[src/rtl/debug_overlay_pkg.sv]
// Shared types, glyph constants and nibble-to-glyph mapping for the debug overlay writer.
// Latency: n/a (package). Backpressure: n/a.
// Contents: writer FSM state enum, glyph code bases, nibble_to_glyph helper.
package debug_overlay_pkg;

  typedef enum logic [2:0] {
    ST_IDLE,
    ST_SNAP,
    ST_FETCH,
    ST_CMP,
    ST_EMIT,
    ST_DONE
  } state_t;

  localparam logic [7:0] GLYPH_DIGIT0  = 8'h10;
  localparam logic [7:0] GLYPH_ALPHA_A = 8'h21;

  // The character ROM keeps '0'..'9' and 'A'..'F' in two separate runs.
  function automatic logic [7:0] nibble_to_glyph(input logic [3:0] d);
    if (d < 4'd10) return GLYPH_DIGIT0 + {4'h0, d};
    else           return GLYPH_ALPHA_A + {4'h0, d - 4'd10};
  endfunction

endpackage

[src/rtl/debug_hex_glyph.sv]
// Converts one hex nibble to its character-ROM glyph code.
// Latency: combinational. Backpressure: none.
// Ports: nibble (4b in), glyph (8b out).
module debug_hex_glyph
  import debug_overlay_pkg::*;
(
  input  logic [3:0] nibble,
  output logic [7:0] glyph
);

  assign glyph = nibble_to_glyph(nibble);

endmodule

[src/rtl/debug_overlay_writer.sv]
// Renders register file + NUM_CH snapshot channels as hex text into the BAM, skipping unchanged rows.
// Latency: refresh -> first bam_valid 3 cycles; unchanged row 2 cycles, written row 2+DIGITS cycles.
// Backpressure: bam_valid/bam_ready; addr/data held while stalled, refreshes while busy collapse to one pending frame.
// Ports: clk, rst_n, refresh/freeze/force_all controls, ch_data watch bus, reg_addr/reg_data regfile read
//        port (1-cycle read latency), bam_valid/bam_ready/bam_addr/bam_write_data write port, busy, frame_done.
module debug_overlay_writer
  import debug_overlay_pkg::*;
#(
  parameter int CHAR_WIDTH    = 8,
  parameter int CHAR_HEIGHT   = 8,
  parameter int SCREEN_WIDTH  = 640,
  parameter int SCREEN_HEIGHT = 480,
  parameter int CHARS_PER_ROW = SCREEN_WIDTH / CHAR_WIDTH,
  parameter int CHARS_PER_COL = SCREEN_HEIGHT / CHAR_HEIGHT,
  parameter int DATA_W        = 32,
  parameter int NUM_REGS      = 32,
  parameter int NUM_CH        = 8,
  parameter int ROW_BASE      = 0,
  parameter int COL_BASE      = 13,
  parameter int ADDR_W        = 13,
  localparam int DIGITS       = DATA_W / 4,
  localparam int REG_AW       = $clog2(NUM_REGS)
) (
  input  logic                     clk,
  input  logic                     rst_n,
  input  logic                     refresh,
  input  logic                     freeze,
  input  logic                     force_all,
  input  logic [NUM_CH*DATA_W-1:0] ch_data,
  output logic [REG_AW-1:0]        reg_addr,
  input  logic [DATA_W-1:0]        reg_data,
  output logic                     bam_valid,
  input  logic                     bam_ready,
  output logic [ADDR_W-1:0]        bam_addr,
  output logic [7:0]               bam_write_data,
  output logic                     busy,
  output logic                     frame_done
);

  localparam int NUM_ROWS = NUM_REGS + NUM_CH;
  localparam int RW       = $clog2(NUM_ROWS);
  localparam int DGW      = (DIGITS > 1) ? $clog2(DIGITS) : 1;
  localparam logic [RW-1:0]  LAST_ROW   = RW'(NUM_ROWS - 1);
  localparam logic [DGW-1:0] LAST_DIGIT = DGW'(DIGITS - 1);

  if (ROW_BASE + NUM_REGS + 1 + NUM_CH > CHARS_PER_COL) begin : g_bad_rows
    $error("debug_overlay_writer: rows do not fit on screen");
  end
  if (COL_BASE + DIGITS > CHARS_PER_ROW) begin : g_bad_cols
    $error("debug_overlay_writer: digits do not fit on a row");
  end
  if (DATA_W % 4 != 0) begin : g_bad_width
    $error("debug_overlay_writer: DATA_W must be a multiple of 4");
  end

  state_t                   state;
  logic                     pending;
  logic                     valid;      // shadow holds a complete frame
  logic                     force_q;
  logic [RW-1:0]            row;
  logic [DGW-1:0]           digit;
  logic [DATA_W-1:0]        word;       // row value, shifted left one nibble per accepted glyph
  logic [NUM_CH*DATA_W-1:0] snap;
  logic [DATA_W-1:0]        shadow [NUM_ROWS];

  logic                     is_ch_row;
  logic [DATA_W-1:0]        row_val;
  logic [DATA_W-1:0]        word_nxt;
  int                       screen_row;
  logic [ADDR_W-1:0]        row_addr;
  logic [3:0]               sel_nibble;
  logic [7:0]               sel_glyph;
  logic                     row_changed;
  logic                     take;
  logic                     row_done;
  logic                     last_row;
  logic [RW-1:0]            row_inc;

  always_comb begin
    is_ch_row = (int'(row) >= NUM_REGS);
    row_val   = reg_data;
    if (is_ch_row) row_val = snap[(int'(row) - NUM_REGS)*DATA_W +: DATA_W];
    // Channel rows sit one screen row lower, leaving a blank separator row.
    screen_row = ROW_BASE + int'(row) + (is_ch_row ? 1 : 0);
    row_addr   = ADDR_W'(screen_row * CHARS_PER_ROW + COL_BASE);
    word_nxt   = word << 4;
    // In CMP the glyph of digit 0 is needed; in EMIT the glyph of the digit after the one on the bus.
    sel_nibble  = (state == ST_EMIT) ? word_nxt[DATA_W-1 -: 4] : row_val[DATA_W-1 -: 4];
    row_changed = force_q || (row_val != shadow[row]);
    take        = bam_valid && bam_ready;
    row_done    = ((state == ST_CMP) && !row_changed) ||
                  ((state == ST_EMIT) && take && (digit == LAST_DIGIT));
    last_row    = (row == LAST_ROW);
    row_inc     = row + 1'b1;
  end

  debug_hex_glyph u_glyph (
    .nibble (sel_nibble),
    .glyph  (sel_glyph)
  );

  // Snapshot and shadow carry no reset; the valid flag guards the shadow.
  always_ff @(posedge clk) begin
    if (state == ST_SNAP) snap <= ch_data;
    if ((state == ST_CMP) && row_changed) shadow[row] <= row_val;
  end

  always_ff @(posedge clk or negedge rst_n) begin
    if (!rst_n) begin
      state          <= ST_IDLE;
      pending        <= 1'b0;
      valid          <= 1'b0;
      force_q        <= 1'b0;
      row            <= '0;
      digit          <= '0;
      word           <= '0;
      reg_addr       <= '0;
      bam_valid      <= 1'b0;
      bam_addr       <= '0;
      bam_write_data <= '0;
      busy           <= 1'b0;
      frame_done     <= 1'b0;
    end else begin
      frame_done <= 1'b0;
      if (refresh && (state != ST_IDLE)) pending <= 1'b1;

      unique case (state)
        ST_IDLE: begin
          if ((refresh || pending) && !freeze) begin
            state <= ST_SNAP;
            busy  <= 1'b1;
          end
        end
        ST_SNAP: begin
          force_q  <= force_all || !valid;
          pending  <= refresh;
          row      <= '0;
          reg_addr <= '0;
          state    <= ST_FETCH;
        end
        ST_FETCH: state <= ST_CMP;
        ST_CMP: begin
          if (row_changed) begin
            word           <= row_val;
            digit          <= '0;
            bam_valid      <= 1'b1;
            bam_addr       <= row_addr;
            bam_write_data <= sel_glyph;
            state          <= ST_EMIT;
          end
        end
        ST_EMIT: begin
          if (take) begin
            if (digit == LAST_DIGIT) begin
              bam_valid <= 1'b0;
            end else begin
              digit          <= digit + 1'b1;
              word           <= word_nxt;
              bam_addr       <= bam_addr + 1'b1;
              bam_write_data <= sel_glyph;
            end
          end
        end
        ST_DONE: begin
          valid <= 1'b1;
          // A queued request chains straight into the next frame.
          if ((pending || refresh) && !freeze) begin
            state <= ST_SNAP;
          end else begin
            state <= ST_IDLE;
            busy  <= 1'b0;
          end
        end
        default: state <= ST_IDLE;
      endcase

      if (row_done) begin
        if (last_row) begin
          state      <= ST_DONE;
          frame_done <= 1'b1;
        end else begin
          row      <= row_inc;
          reg_addr <= (int'(row_inc) < NUM_REGS) ? REG_AW'(row_inc) : '0;
          state    <= ST_FETCH;
        end
      end
    end
  end

endmodule
[config.mk]
export PLATFORM = sky130hd
export DESIGN_NAME = debug_overlay_writer
export DESIGN_NICKNAME = d
export VERILOG_FILES = /design/src/rtl/debug_overlay_pkg.sv /design/src/rtl/debug_hex_glyph.sv /design/src/rtl/debug_overlay_writer.sv
export SDC_FILE = /design/constraint.sdc
export NUM_CORES = 2
export LEC_CHECK = 0
export ABC_AREA = 1
export ABC_CLOCK_PERIOD_IN_PS = 29700
export CORE_MARGIN = 5
export CORE_UTILIZATION = 59
export CTS_CLUSTER_SIZE = 14
export DETAILED_ROUTE_END_ITERATION = 8
export PLACE_DENSITY = 0.8
export SLEW_MARGIN = 0
export SYNTH_ARGS = -nofsm -noshare
export SYNTH_HDL_FRONTEND = slang
export SYNTH_SLANG_ARGS = --single-unit
[constraint.sdc]
create_clock -name clk -period 29.7 [get_ports clk]
set_clock_uncertainty 0.05 [all_clocks]
set_input_delay 5.94 -clock clk [delete_from_list [all_inputs] [get_ports clk]]
set_output_delay 5.94 -clock clk [all_outputs]
set_load 0.02 [all_outputs]
==> results_dict.tcl <==
set metrics [dict create \
    syn2layout_area_growth_pct 14.9 \
    cts_max_level 4 \
    cts-root-buf "clkbuf_16" \
    p_leak_uw 0.0296 \
    nets 6725 \
    required_ps 30020 \
    synth_ff_type "edfxtp_1" \
    power_density_nw_per_um2 67.5 \
    drive_gt1_share_pct 6.76 \
    boundaryPins 323 \
    clkSlewWorstSetupHoldPaths_ps 60 \
    synth.largest_area_cell "edfxtp_1" \
    maxCapViolCount 0 \
    ys_ff_latch 1606 \
    grt_pass1_vias 46600 \
    cts_tree "built" \
    worstSetupEndpointType "flip-flop" \
    setup_viol 0 \
    drv_slew 0 \
    avgRoutedWirePerCell_um 23.4 \
    outcome "finished clean" \
    crit_path_max_incr_delay_ps 1190 \
    crit_family "simple AND/OR/NAND/NOR gates" \
    worst_pin_slew_ps 1290 \
    cts_buffers 159 \
    max_freq_mhz 103 \
    dieArea_um2 120000 \
    drtIter0Drc 7031 \
    grt_usage_pct 30.6 \
    cts_resized 0 \
    synth_top_area_share_pct 69.0 \
    start_util_pct 59.4 \
    placed_area_um2 71900 \
    cp_slowest_cell "nor2_4" \
    fin_hold_ws_ps 399 \
    cts.sinks 1606 \
    crit_top_cell "nand2_1" \
    synth.most_common_cell "nand2_1" \
    hold_class "flip-flop to flip-flop" \
    startpoint_type "input port" \
    grt_setup_unrepaired "false" \
    ys_seq_area_share_pct 71.6 \
    crit_chain "clkdlybuf4s50_1, nand2_1, o21a_1, inv_1, nand2_1, nand2_1, nand2_1, nor2_1, nand2_1, nor2_1, nand2_1, nand3_1, nor2_4" \
    clkLatencyLatePin_ps 790 \
    antenna_found_initial 5 \
    async_reset_ff_share_pct 4.36 \
    critPathBufInv 2 \
    period_share_pct 32.8 \
    gp_congestion 0.946 \
    antenna_left 0 \
    cts_setup_buffers 0 \
    avgSynthCellArea_um2 10.9 \
    tns_ps 0 \
    synthTopCellsByCount "nand2_1 (2,905), edfxtp_1 (1,536), nor2_1 (313)" \
    n_fill_cell 7434 \
    drc 0 \
    synth_area_um2 66800 \
    dpl.hpwl_um 106000 \
    critPathMaxFanout 41 \
    die_h_um 347 \
    routed_wl_um 188000 \
    synth_cell_type_count 47 \
    yosysWarnings 0 \
    synth_edf_count 1536 \
    grt_max_degree 144 \
    drt-vias-per-instance 5.94 \
    core-area_um2 112000 \
    netlist_instances 6136 \
    clock_path_buffers 3 \
    ir_drop_uv 76.3 \
    crit_arrival_ps 10070 \
    overflow 0 \
    stdcell_area_um2 76800 \
    period_minus_slack_ps 9750 \
    cts_hold_buf 0 \
    critPathKind "input port to flip-flop" \
    port_buffers 320 \
    grt_pass1_wl_um 279000 \
    synth_area_leaders "edfxtp_1 (69%), nand2_1 (16%), dfrtp_1 (2.6%)" \
    hold_viol 0 \
    fp.dieW_um 347 \
    relSlewSlack_pct 13.9 \
    row_count 123 \
    drt_first_pass_iters 6 \
    rrSetupSlack_ps 21170 \
    via_count 47700 \
]
metrics by stage:
step | worst slack [ps] | total power, uW | util, % | std cells
floorplan | 9180 | 3140 | - | 6137
global placement | 19440 | 3250 | 63.9 | 7750
detailed placement | 19320 | 3280 | 63.9 | 7750
CTS | 20130 | 5180 | 68.3 | 8034
global route | 19830 | 5350 | 68.3 | 8035
finish | 19950 | 5190 | 68.3 | 8037
cells by family (layout without fill, tap and decap cells):
logic type               after synthesis  after routing  share of synthesized area [%]
buffers and inverters                481            878                           3.12
other                                  1              5                        0.00561
XOR/XNOR                              10             10                          0.131
AO/OA/AOI/OAI                        438            438                           3.65
multiplexers                           2              2                         0.0300
adder cells (fa/ha/maj)               20             20                          0.386
AND/OR/NAND/NOR                     3578           3578                           21.0
flip-flops                          1606           1606                           71.6
cells in the final DEF (no fill, tap or decap), drive strengths merged, types with 10 or more instances in the layout:
master	synthesis	layout
nand2	2908	2908
ha	19	19
a22oi	22	22
o22ai	24	24
clkinv	3	59
edfxtp	1536	1536
o211ai	30	30
o21ai	240	240
o21a	10	10
or2	27	27
clkbuf	109	208
a21oi	91	91
inv	161	168
clkdlybuf4s50	0	319
nor2	318	318
nand3	228	228
nand4	74	74
nor3	13	13
dfrtp	70	70
buf	208	111
final cells by class:
cell class	count	area [um2]	area share, %
flip-flops and latches	1606	47900	62.3
clock inverters	76	689	0.897
repair buffers	430	4050	5.27
inverters	164	633	0.824
clock buffers	208	4270	5.56
well taps	1500	1880	2.44
multi-input cells	4050	17400	22.7
diodes	3	7.51	0.00977
flip-flops by register name, summed over array words and instances (netlist names):
register        count
row                 6
snap              256
word               28
frame_done          1
force_q             1
digit               3
shadow           1280
reg_addr            5
bam_addr           13
state               3
bam_valid           1
busy                1
pending             1
bam_write_data      6
valid               1
worst min-delay path: stages (launching register included):
cell	delay, ps
dfrtp_1	320
inv_1	50
nand2_1	50
worst paths after layout:
kind	cells after the start	start	endpoint
setup / recovery	13	reg_data[18]	shadow[5][8]$_DFFE_PP_
hold / removal	2	valid$_DFFE_PN0N_	valid$_DFFE_PN0N_
setup reg to reg	20	row[0]$_DFF_PN0_	shadow[5][8]$_DFFE_PP_
hold reg to reg	2	valid$_DFFE_PN0N_	valid$_DFFE_PN0N_
max in group asynchronous	1	rst_n	row[1]$_DFF_PN0_
min in group asynchronous	1	rst_n	bam_write_data[0]$_DFFE_PN0P_
report_power, final:
group          leakage, uW  internal (uW)  switching [uW]
Sequential          0.0148           2670            64.0
Clock              0.00241           1090             848
Combinational       0.0124            147             360
Total               0.0296           3910            1270
layer usage:
metal	part of all wire, %	wire length (um)	GRT usage, %
met1	35	66600	40.8
met3	13	24600	7.75
met4	4.5	8520	12.9
met2	47	88300	48.7
met5	0.0069	13	0
Power figures use the tool's default switching activity.
